--- src/rtl/serial_word_tx.sv ---
`default_nettype none
// ============================================================================
// Module   : serial_word_tx
// Purpose  : Framed LSB-first serial transmitter (start, data, even parity, stop).
// Revision : 1.0
// ============================================================================
module serial_word_tx #(
    parameter int WIDTH = 8,
    parameter int DIV   = 4
) (
    input  logic             clk,
    input  logic             reset,
    input  logic [WIDTH-1:0] data_in,
    input  logic             valid,
    output logic             ready,
    output logic             d,
    output logic             busy,
    output logic             done
);

    localparam int IDX_W = (WIDTH > 1) ? $clog2(WIDTH) : 1;
    localparam int TMR_W = (DIV > 1) ? $clog2(DIV) : 1;
    localparam logic [IDX_W-1:0] c_LAST_IDX = IDX_W'(WIDTH - 1);
    localparam logic [TMR_W-1:0] c_TMR_LOAD = TMR_W'(DIV - 1);

    typedef enum logic [2:0] {
        S_IDLE   = 3'd0,
        S_START  = 3'd1,
        S_DATA   = 3'd2,
        S_PARITY = 3'd3,
        S_STOP   = 3'd4
    } state_t;

    state_t           r_state;
    state_t           w_state_next;
    logic [TMR_W-1:0] r_timer;
    logic [TMR_W-1:0] w_timer_next;
    logic [IDX_W-1:0] r_idx;
    logic [IDX_W-1:0] w_idx_next;
    logic [WIDTH-1:0] r_shift;
    logic [WIDTH-1:0] w_shift_next;
    logic [WIDTH-1:0] w_shift_sr;
    logic             r_parity;
    logic             w_parity_next;
    logic             r_d;
    logic             w_d_next;
    logic             r_done;
    logic             w_done_next;
    logic             w_accept;
    logic             w_bit_end;

    assign ready      = (r_state == S_IDLE) && reset;
    assign w_accept   = valid && ready;
    assign w_bit_end  = (r_timer == '0);
    assign w_shift_sr = r_shift >> 1;

    assign d    = r_d;
    assign busy = (r_state != S_IDLE);
    assign done = r_done;

    always_ff @(posedge clk) begin
        if (!reset) begin
            r_state  <= S_IDLE;
            r_timer  <= '0;
            r_idx    <= '0;
            r_shift  <= '0;
            r_parity <= 1'b0;
            r_d      <= 1'b1;
            r_done   <= 1'b0;
        end else begin
            r_state  <= w_state_next;
            r_timer  <= w_timer_next;
            r_idx    <= w_idx_next;
            r_shift  <= w_shift_next;
            r_parity <= w_parity_next;
            r_d      <= w_d_next;
            r_done   <= w_done_next;
        end
    end

    // Line level is computed one cycle ahead so d is a clean register output.
    always_comb begin
        w_state_next  = r_state;
        w_timer_next  = r_timer;
        w_idx_next    = r_idx;
        w_shift_next  = r_shift;
        w_parity_next = r_parity;
        w_d_next      = r_d;
        w_done_next   = 1'b0;

        if (r_state != S_IDLE) begin
            w_timer_next = w_bit_end ? c_TMR_LOAD : (r_timer - TMR_W'(1));
        end

        case (r_state)
            S_IDLE: begin
                w_d_next = 1'b1;
                if (w_accept) begin
                    w_state_next  = S_START;
                    w_timer_next  = c_TMR_LOAD;
                    w_idx_next    = '0;
                    w_shift_next  = data_in;
                    w_parity_next = ^data_in;
                    w_d_next      = 1'b0;
                end
            end
            S_START: begin
                if (w_bit_end) begin
                    w_state_next = S_DATA;
                    w_d_next     = r_shift[0];
                end
            end
            S_DATA: begin
                if (w_bit_end) begin
                    if (r_idx == c_LAST_IDX) begin
                        w_state_next = S_PARITY;
                        w_d_next     = r_parity;
                    end else begin
                        w_idx_next   = r_idx + IDX_W'(1);
                        w_shift_next = w_shift_sr;
                        w_d_next     = w_shift_sr[0];
                    end
                end
            end
            S_PARITY: begin
                if (w_bit_end) begin
                    w_state_next = S_STOP;
                    w_d_next     = 1'b1;
                end
            end
            S_STOP: begin
                if (w_bit_end) begin
                    w_state_next = S_IDLE;
                    w_d_next     = 1'b1;
                    w_done_next  = 1'b1;
                end
            end
            default: begin
                w_state_next = S_IDLE;
                w_timer_next = '0;
                w_idx_next   = '0;
                w_d_next     = 1'b1;
            end
        endcase
    end

endmodule
`default_nettype wire

--- config.mk ---
export PLATFORM = sky130hd
export DESIGN_NAME = serial_word_tx
export DESIGN_NICKNAME = d
export VERILOG_FILES = /design/src/rtl/serial_word_tx.sv
export SDC_FILE = /design/constraint.sdc
export NUM_CORES = 1
export LEC_CHECK = 0
export CAP_MARGIN = 40
export CORE_ASPECT_RATIO = 1.5
export CORE_MARGIN = 2
export CORE_UTILIZATION = 55
export DETAILED_ROUTE_END_ITERATION = 10
export DONT_BUFFER_PORTS = 1
export GPL_TIMING_DRIVEN = 0
export PLACE_DENSITY = 0.76
export SETUP_SLACK_MARGIN = 0.4
export SLEW_MARGIN = 20
export SYNTH_ARGS = -nofsm -noshare
export SYNTH_HDL_FRONTEND = slang
export SYNTH_SLANG_ARGS = --single-unit
--- constraint.sdc ---
create_clock -name clk -period 5.2 [get_ports clk]
set_input_delay 1.04 -clock clk [delete_from_list [all_inputs] [get_ports clk]]
set_output_delay 1.04 -clock clk [all_outputs]
set_load 0.1 [all_outputs]
# Yosys cells after proc, flatten, opt, wreduce, memory -nomap -nowiden
# Index checks and enable logic that the tools add are counted.
# totals
ff_bits	19
inputBits	11
output_inout_bits	4
# classes
add_sub_neg	2
eq_ne	13
muxes	26
n_bitwise	1
reduce_logical	16
# ops
cell	n
$mux W3	9
$mux W8	3
$pmux W8 S2	1
$pmux W3 S5	1
$ne A2 B2 Y1 const B	7
$pmux W3 S3	1
$reduce_and A4 Y1	2
$reduce_xor A8 Y1	1
$eq A3 B2 Y1 const B	2
$eq A3 B3 Y1 const B	2
$mux W1	6
$mux W2	3
$reduce_and A6 Y1	1
$pmux W1 S4	1
$pmux W2 S2	1
$reduce_and A2 Y1	2
$reduce_or A4 Y1	1
$add A3 B1 Y3 const B	1
$eq A3 B1 Y1 const B	1
$logic_not A3 Y1	1
$reduce_and A3 Y1	1
$reduce_bool A3 Y1	1
$reduce_or A3 Y1	1
$logic_and A1 B1 Y1	2
6 further kinds	6

# Depth between registers and ports, before layout
# Gate-level depths: netlist of run 1.
# depth
depth_word	5
depth_mapped	8
ltp_nobuf	6

# Worst setup path before layout of run 1
# No wires, ideal clock.
# synth_timing
kind	input to output
from	input port reset
to	output port ready
arrival_ns	2.527
required_ns	4.160
slack_ns	1.633
path_stages	3
path_buffers	1
cell_sequence	buf_2 > nand2b_1 > nor2_1
# synth_between
elab_chain_len	1
# synth_rtl
element	line	text
start, declared	12	input logic reset,
$logic_and A1 B1 Y1	52	assign ready = (r_state == S_IDLE) && reset;
end, declared	15	output logic ready,
# No other way between the ends.

# Worst setup path after layout of run 1
# layout_timing
from	register r_state[2]
to	output port busy
# layout_between
elab_chain_len	1
# layout_rtl
element	line	text
start, declared	34	state_t r_state;
start signal, assigned	71	r_state <= w_state_next;
$reduce_bool A3 Y1	58	assign busy = (r_state != S_IDLE);
end, declared	17	output logic busy,
# No other way between the ends.

==> results of run 1 <==
[worst max path at each step]
stage,endpoint,slack (ps),cells after the start
2_1_floorplan,ready,1630,3
3_3_place_gp,ready,1520,3
3_5_place_dp,ready,2470,4
4_1_cts,busy,2450,3
5_1_grt,busy,2370,3
6_report,busy,2450,3
[stage by stage]
step / hold slack [ps] / power [W] / setup slack [ps] / area, µm²
3_3_place_gp: 460 / 0.000273 / 1520 / 1110
2_1_floorplan: 444 / 0.000262 / 1630 / 1090
4_1_cts: 482 / 0.000358 / 2450 / 1190
5_1_grt: 513 / 0.000372 / 2370 / 1190
6_report: 479 / 0.000355 / 2450 / 1190
3_5_place_dp: 464 / 0.000282 / 2470 / 1160
[layout make-up]
type | instances | area share
plain buffers | 8 | 0.0454
clock buffers | 4 | 0.0222
inverters | 4 | 0.0127
multi-input cells | 89 | 0.539
flip-flops and latches | 19 | 0.321
well taps | 21 | 0.0222
repair buffers | 3 | 0.0380
[sequential cells by signal (all words and copies together) (netlist names)]
register	count
r_idx	3
done	1
d	1
r_shift	8
r_parity	1
r_timer	2
r_state	3
[logic make-up after synthesis]
kind of cell / count (synthesis) / synth area share
flops: 19 / 0.350
mux: 7 / 0.0645
simple gates: 40 / 0.197
xor+xnor: 8 / 0.0645
compound gates: 31 / 0.226
buf+inv: 12 / 0.0634
fa+ha+maj: 3 / 0.0346
[where the power goes]
part	switching, W	total [W]	internal (W)
logic	0.0000652	0.000110	0.0000446
registers	0.00000978	0.000169	0.000160
clock network	0.0000460	0.0000758	0.0000299
total	0.000121	0.000355	0.000234
[worst max-delay path, delay by kind of cell, from the launching register on]
kind,cells,cell delay [ps]
buf+inv,2,870
simple gates,1,100
flops,1,430
[per-layer routing]
metal	wire length, µm	vias to the layer above
met3	91	4
met1	825	411
li1	-	440
met2	1050	17
met5	0	-
met4	53	0
[placed cells by master, fill, tap and decap left out, types with 4 or more instances in the layout]
cell and n:
nand3b_1 4, nand2_1 10, nand2b_1 6, mux2i_1 7, o211a_1 7, buf_2 4, nor2_1 5, a21boi_1 4
inv_1 4, a21oi_1 5, nand3_1 5, xnor2_1 7, o21ai_0 6, dfxtp_1 19
==> reports/metrics.csv, run 1 <==
metric;value;unit
power_density;299;mW/mm²
grt_most_used_layer;met2;
synth_top_area_share;0.350;
grt_max_degree;11;
grt_setup_unrepaired;no;
synthArstFlopShare;0;
drtIter0Drc;8;
grt_pass1_wl;3.31;mm
cp_slowest_cell;inv_1;
cp-startpoint;r_state[2];
core;0.00185;mm²
cp-start-kind;flop;
io_pins;15;
ys.flop_type;dfxtp_1;
min_from;r_idx[1];
route.detailed.drc;0;
use_met3;0.0415;
die_w;40.3;µm
ff2ff_path_depth;6;
cp-end-kind;output port;
vias;872;
fillCellCount;160;
crit_chain;buf_2 -> nor3_1 -> inv_1;
hold_class;reg -> reg;
setup_violations;0;
cts_buffer_depth;2;
fp.dieArea;0.00235;mm²
synth_edf_count;0;
cts-root-buf;clkbuf_4;
finalNonFillerCells;148;
cp.arrival;1710;ps
cts_tree;done;
setup_tns;0;ps
dp.cells;144;
rows;19;
ys_ff_latch;19;
yosys.area.top_type;dfxtp_1;
cts_setup_buffers;0;
postCtsHoldBufs;0;
power_leakage;0.518;nW
status;completed;
numPortBuffers;0;
syn-instance-count;120;
avgSynthCellArea;9.05;µm²
die_y;58.4;µm
whs_endpoint;r_idx[1];
cp_data_required_time;4160;ps
drtAntennaViolNets;0;
clk_latency;300;ps
max_slew_margin;0.429;
synth.most_common_cell;dfxtp_1;
finalCritPeriodShare;0.529;
drv_slew;0;
path_max_fanout;10;
cts_sinks;19;
syn-cell-area;0.00109;mm²
synth_common_cells;19 x dfxtp_1, 10 x nand2_1, 7 x mux2i_1, 7 x o211a_1, 7 x xnor2_1;
wl_per_cell;13.7;µm
synth_seq_area_share;0.350;
max_cap_viol_count;0;
initial_core_util;0.586;
antenna_found_initial;0;
seq_area;380;µm²
max_freq;364;MHz
vias_per_cell;5.89;
num_antenna_cells;0;
hold-path-cell-count;2;
gp_congestion;0.715;
path_clk_slew;110;ps
layout.nets;142;
cts_max_level;1;
met2_usage;0.339;
period_needed;2750;ps
ys_top_cells_by_area;dfxtp_1 35%, mux2i_1 6.5%, o211a_1 6.5%, xnor2_1 5.6%, ha_1 3.5%;
ys_types;34;
yosys_warnings;0;
numCtsBuffers;3;
grt_pass1_vias;813;
first_pass_iters;3;
reg2reg_setup_slack;3270;ps
cts_resized;0;
multi_input_area;639;µm²
hold_violations;0;
path_class;reg -> out;
cpPeakStageDelay;630;ps
gr-usage-met1;0.225;
grt_overflow;0;
dp_hpwl;1.54;mm
r2r_end;d;
worstMarginPinSlew;856;ps
syn_to_final_growth;9.22;%
fin_util;0.640;
finClkSkew;5.06;ps
r2r-start;r_state[2];
layout-drive-gt1-share;0.142;
grt_use_total;0.205;
totalWireLength;2.02;mm
peakVddDrop;0.219;mV
syn-num-nets;134;
Power figures use the tool's default switching activity.
==> run 2, diff against run 1 <==
- PLACE_DENSITY: 0.76 -> 0.79
- clock period: 5.2 -> 2.4 ns (I/O delays scaled with it)
==> run 2 against run 1 <==
Critical path depth stayed put. Clock skew is 3.5 ps higher. Cell area is 9.8% higher. Wire length is 7.8% higher. Count of clock-buffer cells in the layout is 1 lower. Sequential cell count stayed put. Die area stayed put. Critical path type unchanged. Critical endpoint unchanged. Highest routed layer unchanged.
==> reports/metrics.csv, run 2 (synthesized netlist as in run 1, its figures left out) <==
metric;value;unit;change
cp-end-kind;output port;;unchanged
route.detailed.drc;0;;unchanged
fp.dieArea;0.00235;mm²;unchanged
max_slew_margin;0.593;;was 0.429
path_clk_slew;110;ps;about the same
crit_family;buffers and inverters;;unchanged
crit_buf_inv;2;;unchanged
fillCellCount;146;;was 160
max_freq;506;MHz;
antenna_found_initial;0;;unchanged
finalCritPeriodShare;0.824;;
grt_use_total;0.228;;was 0.205
grt_max_degree;12;;was 11
cp.arrival;1500;ps;was 1710 ps
die_y;58.4;µm;unchanged
status;completed;;unchanged
vias;911;;was 872
grt_overflow;0;;unchanged
cts-root-buf;clkbuf_4;;unchanged
peakVddDrop;0.451;mV;was 0.219 mV
cp_slowest_cell;clkinvlp_4;;was inv_1
clk_latency;290;ps;was 300 ps
path_class;reg -> out;;unchanged
cp-start-kind;flop;;unchanged
gp_congestion;0.718;;was 0.715
finClkSkew;8.52;ps;was 5.06 ps
syn_to_final_growth;19.9;%;was 9.22%
fin_util;0.702;;was 0.640
layout-drive-gt1-share;0.250;;was 0.142
final_cell_mix;16 x dfxtp_1, 12 x buf_4, 10 x nand2_1;;was 19 x dfxtp_1, 10 x nand2_1, 7 x xnor2_1, 7 x mux2i_1, 7 x o211a_1
first_pass_iters;4;;was 3
rows;19;;unchanged
grt_setup_unrepaired;yes;;was no
top_regs;r_shift (8), r_idx (3), r_state (3);;unchanged
path_max_fanout;9;;was 10
drv_slew;0;;unchanged
cpPeakStageDelay;470;ps;was 630 ps
drtAntennaViolNets;0;;unchanged
layout.nets;151;;was 142
setup_tns;0;ps;unchanged
cts_max_level;1;;unchanged
numPortBuffers;0;;unchanged
grt_pass1_vias;959;;was 813
grt_pass1_wl;3.80;mm;was 3.31 mm
drtIter0Drc;19;;was 8
setup_violations;0;;unchanged
cts_buffer_depth;2;;unchanged
cts_tree;done;;unchanged
io_pins;15;;unchanged
power_leakage;0.567;nW;was 0.518 nW
die_w;40.3;µm;unchanged
final_common_cell;dfxtp_1;;unchanged
initial_core_util;0.586;;unchanged
max_cap_viol_count;0;;unchanged
worstMarginPinSlew;609;ps;was 856 ps
cts_sinks;19;;unchanged
vias_per_cell;5.80;;was 5.89
numCtsBuffers;3;;unchanged
num_antenna_cells;0;;unchanged
cp_data_required_time;1920;ps;was 4160 ps
largest_register;r_shift;;unchanged
postCtsHoldBufs;0;;unchanged
core;0.00185;mm²;unchanged
period_needed;1980;ps;
power_density;613;mW/mm²;was 299 mW/mm²
crit_chain;buf_8 -> nor3_4 -> clkinvlp_4;;was buf_2 -> nor3_1 -> inv_1
hold_violations;0;;unchanged
totalWireLength;2.18;mm;was 2.02 mm
largest_reg_flops;8;;unchanged
p_total;0.000798;W;was 0.000355 W
hold_class;in -> reg;;was reg -> reg
dp_hpwl;1.57;mm;was 1.54 mm
wl_per_cell;13.9;µm;was 13.7 µm
-- run 2: layout make-up --
class / count / area (µm²) / share of cell area
Buffer: 8 / 70.1 / 0.0538
Clock buffer: 3 / 22.5 / 0.0173
Clock inverter: 1 / 5.00 / 0.00384
Inverter: 4 / 18.8 / 0.0144
Multi-Input combinational cell: 89 / 666 / 0.511
Sequential cell: 19 / 389 / 0.299
Tap cell: 21 / 26.3 / 0.0202
Timing Repair Buffer: 12 / 105 / 0.0807
-- run 2: through the flow --
step	hold WS [ps]	worst slack [ps]	cells	cell area, µm²
after floorplan	444	625	120	1090
after detailed placement	476	507	143	1150
after CTS	330	413	155	1280
after global placement	456	536	141	1120
after global routing	343	356	157	1300
final	344	423	157	1300
-- run 2: what timing repair did --
action / 4_1_cts / 5_1_grt
setup buffers: 8 / 2
gates cloned: 0 / 0
pin swaps: 3 / 1
endpoints found under the setup margin: 2 / 2
endpoints found under the hold margin: 0 / 0
gates resized for setup: 15 / 1
-- run 2: worst reg2reg max path, delay by kind of cell, from the launching register on --
kind / cells / cell delay (ps)
AO/OA/AOI/OAI: 3 / 740
AND/OR/NAND/NOR: 1 / 60
flip-flops: 1 / 340
buffers and inverters: 1 / 180
adder cells (fa/ha/maj): 2 / 430
-- run 2: path summary, 6_finish.rpt --
path                            cells past startpoint        from         end  slack [ps]
worst max register to register                      7    r_idx[0]  r_shift[6]         550
worst max-delay path                                3  r_state[0]        busy         420
worst min-delay path                                2  data_in[7]  r_shift[7]         340
worst min register to register                      2    r_idx[2]    r_idx[2]         480
-- run 2: per-layer routing --
| metal | vias to the layer above | share of wire | track usage |
|---|---|---|---|
| li1 | 458 | - | - |
| met1 | 431 | 0.41 | 0.236 |
| met2 | 18 | 0.54 | 0.412 |
| met3 | 4 | 0.037 | 0.0340 |
| met4 | 0 | 0.015 | 0.114 |
| met5 | - | 0 | 0 |
-- run 2: report_power, final --
group / internal [W] / switching, W / total, W
logic: 0.000120 / 0.000154 / 0.000273
clock network: 0.0000620 / 0.0000973 / 0.000159
registers: 0.000346 / 0.0000197 / 0.000365
total: 0.000527 / 0.000271 / 0.000798
